File: src/rtl/dig_scheduler.sv
// Round-robin arbiter sharing one digging shovel among N lemmings.
// A grant is held until ground loss, request drop or MAX_DIG cycles, followed by a cooldown.
module dig_scheduler #(
    parameter int N        = 4,
    parameter int MAX_DIG  = 8,
    parameter int COOLDOWN = 2
) (
    input  logic                 clk,
    input  logic                 reset,
    input  logic [N-1:0]         dig_req,
    input  logic [N-1:0]         ground,
    output logic [N-1:0]         grant,
    output logic [$clog2(N)-1:0] grant_id,
    output logic                 busy,
    output logic                 done,
    output logic                 timeout
);

    localparam int IDW = $clog2(N);
    localparam int DCW = $clog2(MAX_DIG + 1);
    localparam int CCW = (COOLDOWN > 0) ? $clog2(COOLDOWN + 1) : 1;
    localparam int unsigned NU = N;

    typedef enum logic [1:0] {
        IDLE  = 2'd0,
        GRANT = 2'd1,
        COOL  = 2'd2
    } state_t;

    state_t         state_q, state_d;
    logic [N-1:0]   grant_q, grant_d;
    logic [IDW-1:0] id_q, id_d;
    logic [IDW-1:0] last_q, last_d;
    logic [DCW-1:0] dig_cnt_q, dig_cnt_d;
    logic [CCW-1:0] cool_cnt_q, cool_cnt_d;
    logic           done_q, done_d;
    logic           timeout_q, timeout_d;

    logic [N-1:0]   elig;
    logic [IDW-1:0] sel;
    logic           found;
    int unsigned    cand;

    assign elig = dig_req & ground;

    // First eligible index strictly after last_q, wrapping modulo N.
    always_comb begin
        sel   = '0;
        found = 1'b0;
        cand  = 0;
        for (int unsigned i = 0; i < NU; i++) begin
            cand = 32'(last_q) + 1 + i;
            if (cand >= NU) cand = cand - NU;
            if (!found && elig[IDW'(cand)]) begin
                found = 1'b1;
                sel   = IDW'(cand);
            end
        end
    end

    always_comb begin
        state_d    = state_q;
        grant_d    = grant_q;
        id_d       = id_q;
        last_d     = last_q;
        dig_cnt_d  = dig_cnt_q;
        cool_cnt_d = cool_cnt_q;
        done_d     = 1'b0;
        timeout_d  = 1'b0;
        case (state_q)
            IDLE: begin
                if (found) begin
                    grant_d   = '0;
                    grant_d[sel] = 1'b1;
                    id_d      = sel;
                    last_d    = sel;
                    dig_cnt_d = '0;
                    state_d   = GRANT;
                end
            end
            GRANT: begin
                if (!ground[id_q] || !dig_req[id_q] || dig_cnt_q == DCW'(MAX_DIG - 1)) begin
                    grant_d    = '0;
                    cool_cnt_d = '0;
                    state_d    = (COOLDOWN > 0) ? COOL : IDLE;
                    if (!ground[id_q])       done_d    = 1'b1;
                    else if (dig_req[id_q])  timeout_d = 1'b1;
                end else begin
                    dig_cnt_d = dig_cnt_q + 1'b1;
                end
            end
            COOL: begin
                if (cool_cnt_q == CCW'(COOLDOWN - 1)) begin
                    state_d = IDLE;
                end else begin
                    cool_cnt_d = cool_cnt_q + 1'b1;
                end
            end
            default: begin
                state_d = IDLE;
                grant_d = '0;
            end
        endcase
    end

    always_ff @(posedge clk) begin
        if (reset) begin
            state_q    <= IDLE;
            grant_q    <= '0;
            id_q       <= '0;
            last_q     <= IDW'(N - 1);
            dig_cnt_q  <= '0;
            cool_cnt_q <= '0;
            done_q     <= 1'b0;
            timeout_q  <= 1'b0;
        end else begin
            state_q    <= state_d;
            grant_q    <= grant_d;
            id_q       <= id_d;
            last_q     <= last_d;
            dig_cnt_q  <= dig_cnt_d;
            cool_cnt_q <= cool_cnt_d;
            done_q     <= done_d;
            timeout_q  <= timeout_d;
        end
    end

    assign grant    = grant_q;
    assign grant_id = id_q;
    assign busy     = (state_q != IDLE);
    assign done     = done_q;
    assign timeout  = timeout_q;

endmodule

File: config.mk
export PLATFORM = sky130hd
export DESIGN_NAME = dig_scheduler
export DESIGN_NICKNAME = d
export VERILOG_FILES = /design/src/rtl/dig_scheduler.sv
export SDC_FILE = /design/constraint.sdc
export NUM_CORES = 1
export LEC_CHECK = 0
export BUFFER_PORTS_ARGS = -buffer_cell sky130_fd_sc_hd__buf_2
export CAP_MARGIN = 20
export CORE_MARGIN = 8
export CORE_UTILIZATION = 49
export CTS_BUF_LIST = sky130_fd_sc_hd__clkbuf_16
export DETAILED_ROUTE_END_ITERATION = 7
export PLACE_DENSITY_LB_ADDON = 0.05
export SYNTH_ARGS = -nofsm -noshare
export SYNTH_HDL_FRONTEND = slang
export SYNTH_SLANG_ARGS = --single-unit
File: constraint.sdc
create_clock -name clk -period 2.9 [get_ports clk]
set_input_delay 0.29 -clock clk [delete_from_list [all_inputs] [get_ports clk]]
set_output_delay 0.29 -clock clk [all_outputs]
set_load 0.05 [all_outputs]
After elaboration in Yosys (flattened, before gate mapping):

Cells that the tools add are included.

* flip-flop bits (word level): 18
* output and inout bits: 9

* add/subtract/negate cells: 10
* equal/unequal tests: 9
* mux-type cells: 41
* magnitude comparators: 11
* reduce and logical (&&, ||, !) cells: 22
* bitwise logic cells: 5

Operator list (count)
* 2-to-1 mux 2 bit: 13
* < comparator 2 x 3 -> 1 bit, second input constant: 6
* 2-to-1 mux 4 bit: 4
* 2-to-1 mux 1 bit: 13
* binary-select mux 1 bit (select 2 bit): 6
* >= comparator 4 x 3 -> 1 bit, second input constant: 3
* one-hot mux 4 bit (3 select lines): 1
* AND reduction 3 bit: 4
* inequality test 2 bit, second input constant: 5
* adder 3 x 2 -> 4 bit, second input constant: 2
* one-hot mux 4 bit (2 select lines): 1
* subtractor 2 x 1 -> 2 bit, second input constant: 4
* one-hot mux 2 bit (3 select lines): 1
* nonzero test 2 bit: 3
* zero test 1 bit: 5
* adder 3 x 1 -> 4 bit, second input constant: 1
* adder 4 x 1 -> 4 bit, second input constant: 1
* bitwise AND 4 bit: 1
* equality test 2 x 1 -> 1 bit, second input constant: 2
* equality test 4 x 3 -> 1 bit, second input constant: 1
* logical AND 1 bit: 4
* NOT 1 bit: 4
* one-hot mux 2 bit (2 select lines): 1
* OR reduction 4 bit: 1
* other kinds (10): 11

Logic depth before layout (Yosys ltp):

* depth in word-level cells: 21
* depth in mapped cells: 6
* mapped depth without buffers: 6

Worst setup path after synthesis:

Ideal clock, no wire load.

* path kind: register -> register
* from: register id_q[0], in the netlist grant_id[0]
* to: register dig_cnt_q[3]
* slack: 1.016 ns
* path buffers: 0
* stages on the path, launching flop included: 5
* data required time: 2.830 ns
* period minus slack after synthesis: 1.884 ns
* arrival time: 1.814 ns
* setup time: 0.070 ns
* cells stage by stage: dfxtp_1 -> nand4b_1 -> a41o_1 -> or4_1 -> a21oi_1

* word-level cells in the longest chain between the ends: 7
* elaborated cells on any way between the ends: 10
* those cells by class: eq/ne: 1; mux: 4; reduce/logical: 5

RTL lines
* from (decl): RTL line 32 `logic [IDW-1:0] id_q, id_d;`
* from (signal assigned): RTL line 119 `id_q <= id_d;`
* binary-select mux 1 bit (select 2 bit): RTL line 82 `if (!ground[id_q] || !dig_req[id_q] || dig_cnt_q == DCW'(MAX_DIG - 1)) begin`
* 2-to-1 mux 1 bit (implied by the code): RTL line 82
* zero test 1 bit (on tied branches)
* logical OR 1 bit (*) (2 in series): RTL line 82
* inequality test 2 bit (no line) (*)
* AND reduction 3 bit (no line) (*)
* to (signal assigned): RTL line 121 `dig_cnt_q <= dig_cnt_d;`
* to (decl): RTL line 34 `logic [DCW-1:0] dig_cnt_q, dig_cnt_d;`

Every way passes the cells marked *; elsewhere a longest branch is shown, timed or not. The select of a mux whose other input is x is not followed.
A chain may end at the register's enable or synchronous reset.

Worst setup path after layout:

* from: input port ground[1]
* to: register grant_q[2], in the netlist grant[2]

* word-level cells in the longest chain between the ends: 19
* elaborated cells on any way between the ends: 38
* those cells by class: order compare: 2; eq/ne: 2; mux: 22; bitwise: 1; reduce/logical: 11

RTL lines
* from (decl): RTL line 11 `input logic [N-1:0] ground,`
* bitwise AND 4 bit: RTL line 44 `assign elig = dig_req & ground;`
* binary-select mux 1 bit (select 2 bit): RTL line 54 `if (!found && elig[IDW'(cand)]) begin`
* 2-to-1 mux 1 bit (implied by the code): RTL line 54
* 2-to-1 mux 1 bit: RTL line 54
* zero test 1 bit: RTL line 54
* logical AND 1 bit: RTL line 54
* 2-to-1 mux 1 bit: RTL line 54
* zero test 1 bit: RTL line 54
* [3 not listed]
* logical AND 1 bit: RTL line 54
* 2-to-1 mux 2 bit: RTL line 54
* < comparator 2 x 3 -> 1 bit (implied by the code) / >= comparator 2 x 1 -> 1 bit (equally long branches): RTL line 74 `grant_d[sel] = 1'b1;`
* logical AND 1 bit (implied by the code): RTL line 74
* 2-to-1 mux 1 bit (implied by the code): RTL line 74
* demux 1 bit (select 2 bit): RTL line 74
* 2-to-1 mux 4 bit: RTL line 72 `if (found) begin`
* one-hot mux 4 bit (3 select lines): RTL line 70 `case (state_q)`
* to (signal assigned): RTL line 118 `grant_q <= grant_d;`
* to (decl): RTL line 31 `logic [N-1:0] grant_q, grant_d;`

Parallel ways exist; a longest one is shown, timed or not. The select of a mux whose other input is x is not followed.

==> flow_metrics.tcl <==
set metrics [dict create \
    crit_fanout 6 \
    row_count 16 \
    drc 0 \
    cts_root_buf "clkbuf_16" \
    synth_compound_area_share_pct 26.4 \
    post-dp-hpwl_mm 1.64 \
    die_h_um 61.0 \
    place_area_um2 1100 \
    antenna_left 0 \
    drt_iter0_markers 20 \
    post-route-period-util_pct 59.4 \
    htree_levels 1 \
    ys_seq_elements 18 \
    max_slew_margin_pct 53.7 \
    setup-violations-final 0 \
    dp.cells 151 \
    power.density_nw_per_um2 678 \
    grt_pass1_vias 882 \
    synth_fa_ha_area_share_pct 2.53 \
    die_w_um 61.0 \
    design_area_um2 1180 \
    clkLatencyLatePin_ns 0.24 \
    fin_skew_ns 0.00162 \
    async_flop_share_pct 0 \
    postCtsSetupBuffers 0 \
    synth_area_um2 991 \
    synthSimpleGateAreaFrac_pct 29.8 \
    synthXorXnorAreaFrac_pct 0 \
    cts_max_path_buffers 2 \
    antenna_found_initial 0 \
    dr.pass1.iters 5 \
    worst_pin_slew_ns 0.693 \
    status "finished clean" \
    synth_nets 121 \
    crit_arrival_ns 1.91 \
    post_layout_nonfiller_instances 154 \
    wl_mm 2.25 \
    grt.overflow.total 0 \
    fin_crit_ns 1.72 \
    clk_pin_slew_ns 0.05 \
    core_um2 1940 \
    synthMuxAreaShare_pct 2.65 \
    io-pin-count 19 \
    drive_above_1_share_pct 19.7 \
    ys_seq_area_share_pct 36.4 \
    cp-start-kind "input pin" \
    rsz0062_at_grt "no" \
    antenna_cells 0 \
    p_leak_nw 0.483 \
    postSynthCellCount 109 \
    cts_sinks 18 \
    setup-tns-final_ns 0 \
    hold_buffers 0 \
    dr_total_vias 954 \
    nNetsFinal 141 \
    slew_violations 0 \
    vias_per_cell 6.19 \
    ir_worst_vdd_uv 396 \
    maxCapViolCount 0 \
    syn_avg_cell_area_um2 9.09 \
    grt_pass1_wl_mm 3.93 \
    yosys.cell_types.count 40 \
    place.gp.congestion 0.822 \
    synth_warnings 0 \
    critPathKind "in2reg" \
    grt_usage_pct 13.7 \
    worstPathRequired_ns 3.09 \
    min_path_type "in2reg" \
    grt_max_degree 15 \
    end_kind "flip-flop" \
    design.die.area_um2 3720 \
    numPortBuffers 18 \
    initial_core_util_pct 51.0 \
    synth_top_family_by_area "simple AND/OR/NAND/NOR gates" \
    drt-wirelength-per-cell_um 14.6 \
    num-fill-cells 184 \
    hold_violations 0 \
    areaGrowthSynthToFinish_pct 18.9 \
    cts_resized 0 \
    synth_top_flop_cell "dfxtp_1" \
    cts_buffers 3 \
    synth_edf_count 0 \
    cts_tree "built" \
    fmax_mhz 581 \
]
[power breakdown]
part	leakage [nW]	switching, mW	internal (mW)
clock network	0.0370	0.0870	0.181
logic	0.299	0.148	0.0794
registers	0.147	0.0314	0.273
[final cells by class]
| type | instances | area (µm²) | area share, % |
|---|---|---|---|
| Clock buffer | 3 | 75.1 | 6.37 |
| Inverter | 3 | 11.3 | 0.955 |
| Multi-Input combinational cell | 85 | 608 | 51.6 |
| Sequential cell | 18 | 360 | 30.6 |
| Tap cell | 27 | 33.8 | 2.87 |
| Timing Repair Buffer | 18 | 90.1 | 7.64 |
[stage by stage]
step	worst slack (ns)	hold WS (ns)	power [mW]	util, %
2_1_floorplan	1.02	0.448	0.478	-
3_3_place_gp	1.05	0.442	0.529	56.8
3_5_place_dp	1.01	0.446	0.534	56.8
4_1_cts	1.20	0.376	0.803	60.7
5_1_grt	1.09	0.404	0.842	60.7
6_report	1.18	0.378	0.800	60.7
[critical path, cell delays in order]
cell	delay [ns]
buf_2	0.12
a22oi_1	0.49
a21oi_1	0.14
o32ai_1	0.61
a22o_1	0.25
[sequential cells by signal, indices dropped and copies added, names as in the netlist]
name and flops:
dig_cnt_q 4, grant 4, cool_cnt_q 2, grant_id 2, last_q 2, state_q 2, done 1, timeout 1
[cell usage after synthesis (all sizes together) (2+ instances only)]
cell type / n / area share, %
nand4b: 2 / 1.8
dfxtp: 18 / 36
nand2b: 3 / 1.9
a2111oi: 2 / 4.3
nor2: 9 / 3.4
and3b: 3 / 2.7
ha: 2 / 2.5
o22ai: 2 / 1.3
nand2: 7 / 2.7
o2bb2ai: 2 / 1.8
o21ai: 2 / 1.0
a22o: 2 / 1.8
a21oi: 11 / 5.6
a22oi: 2 / 1.5
and3: 2 / 1.3
nand3: 2 / 1.0
clkbuf: 3 / 1.1
o31ai: 3 / 2.3
or3: 4 / 2.5
nand4: 2 / 1.3
or4: 3 / 2.3
inv: 3 / 1.1
nor3: 4 / 2.0
[final timing paths]
kind / from / end / slack (ns) / depth (start not counted)
min reg2reg: grant[3] / grant[3] / 0.46 / 1
min: reset / dig_cnt_q[1] / 0.38 / 2
max reg2reg: dig_cnt_q[0] / dig_cnt_q[3] / 1.21 / 5
max: ground[1] / grant[2] / 1.18 / 5
[cells by family (layout without fill, tap and decap cells)]
family | after synthesis | in the layout
AO/OA/AOI/OAI | 34 | 34
flip-flops | 18 | 18
buffers and inverters | 6 | 24
multiplexers | 1 | 1
AND/OR/NAND/NOR | 48 | 48
adder cells (fa/ha/maj) | 2 | 2
[metal layers]
layer / wire, µm / vias to the layer above / share of wire (%) / global-route usage, %
met2: 994 / 31 / 44 / 21.1
met4: 10 / 0 / 0.44 / 3.99
met3: 191 / 2 / 8.5 / 4.24
li1: - / 465 / - / -
met5: 0 / - / 0 / 0
met1: 1050 / 456 / 47 / 17.8
[placed cells by master, fill, tap and decap left out, types with 2 or more instances in the layout]
cell	count
nand2b_1	3
or3_1	4
o22ai_1	2
and3b_1	3
nand4_1	2
ha_1	2
inv_1	3
a22o_1	2
dfxtp_1	18
nand4b_1	2
o2bb2ai_1	2
nor3_1	4
and3_1	2
a22oi_1	2
or4_1	3
nand2_1	7
clkbuf_16	3
a21oi_1	11
buf_2	18
o21ai_0	2
nand3_1	2
nor2_1	9
o31ai_1	3
(Power assumes the default switching activity.)
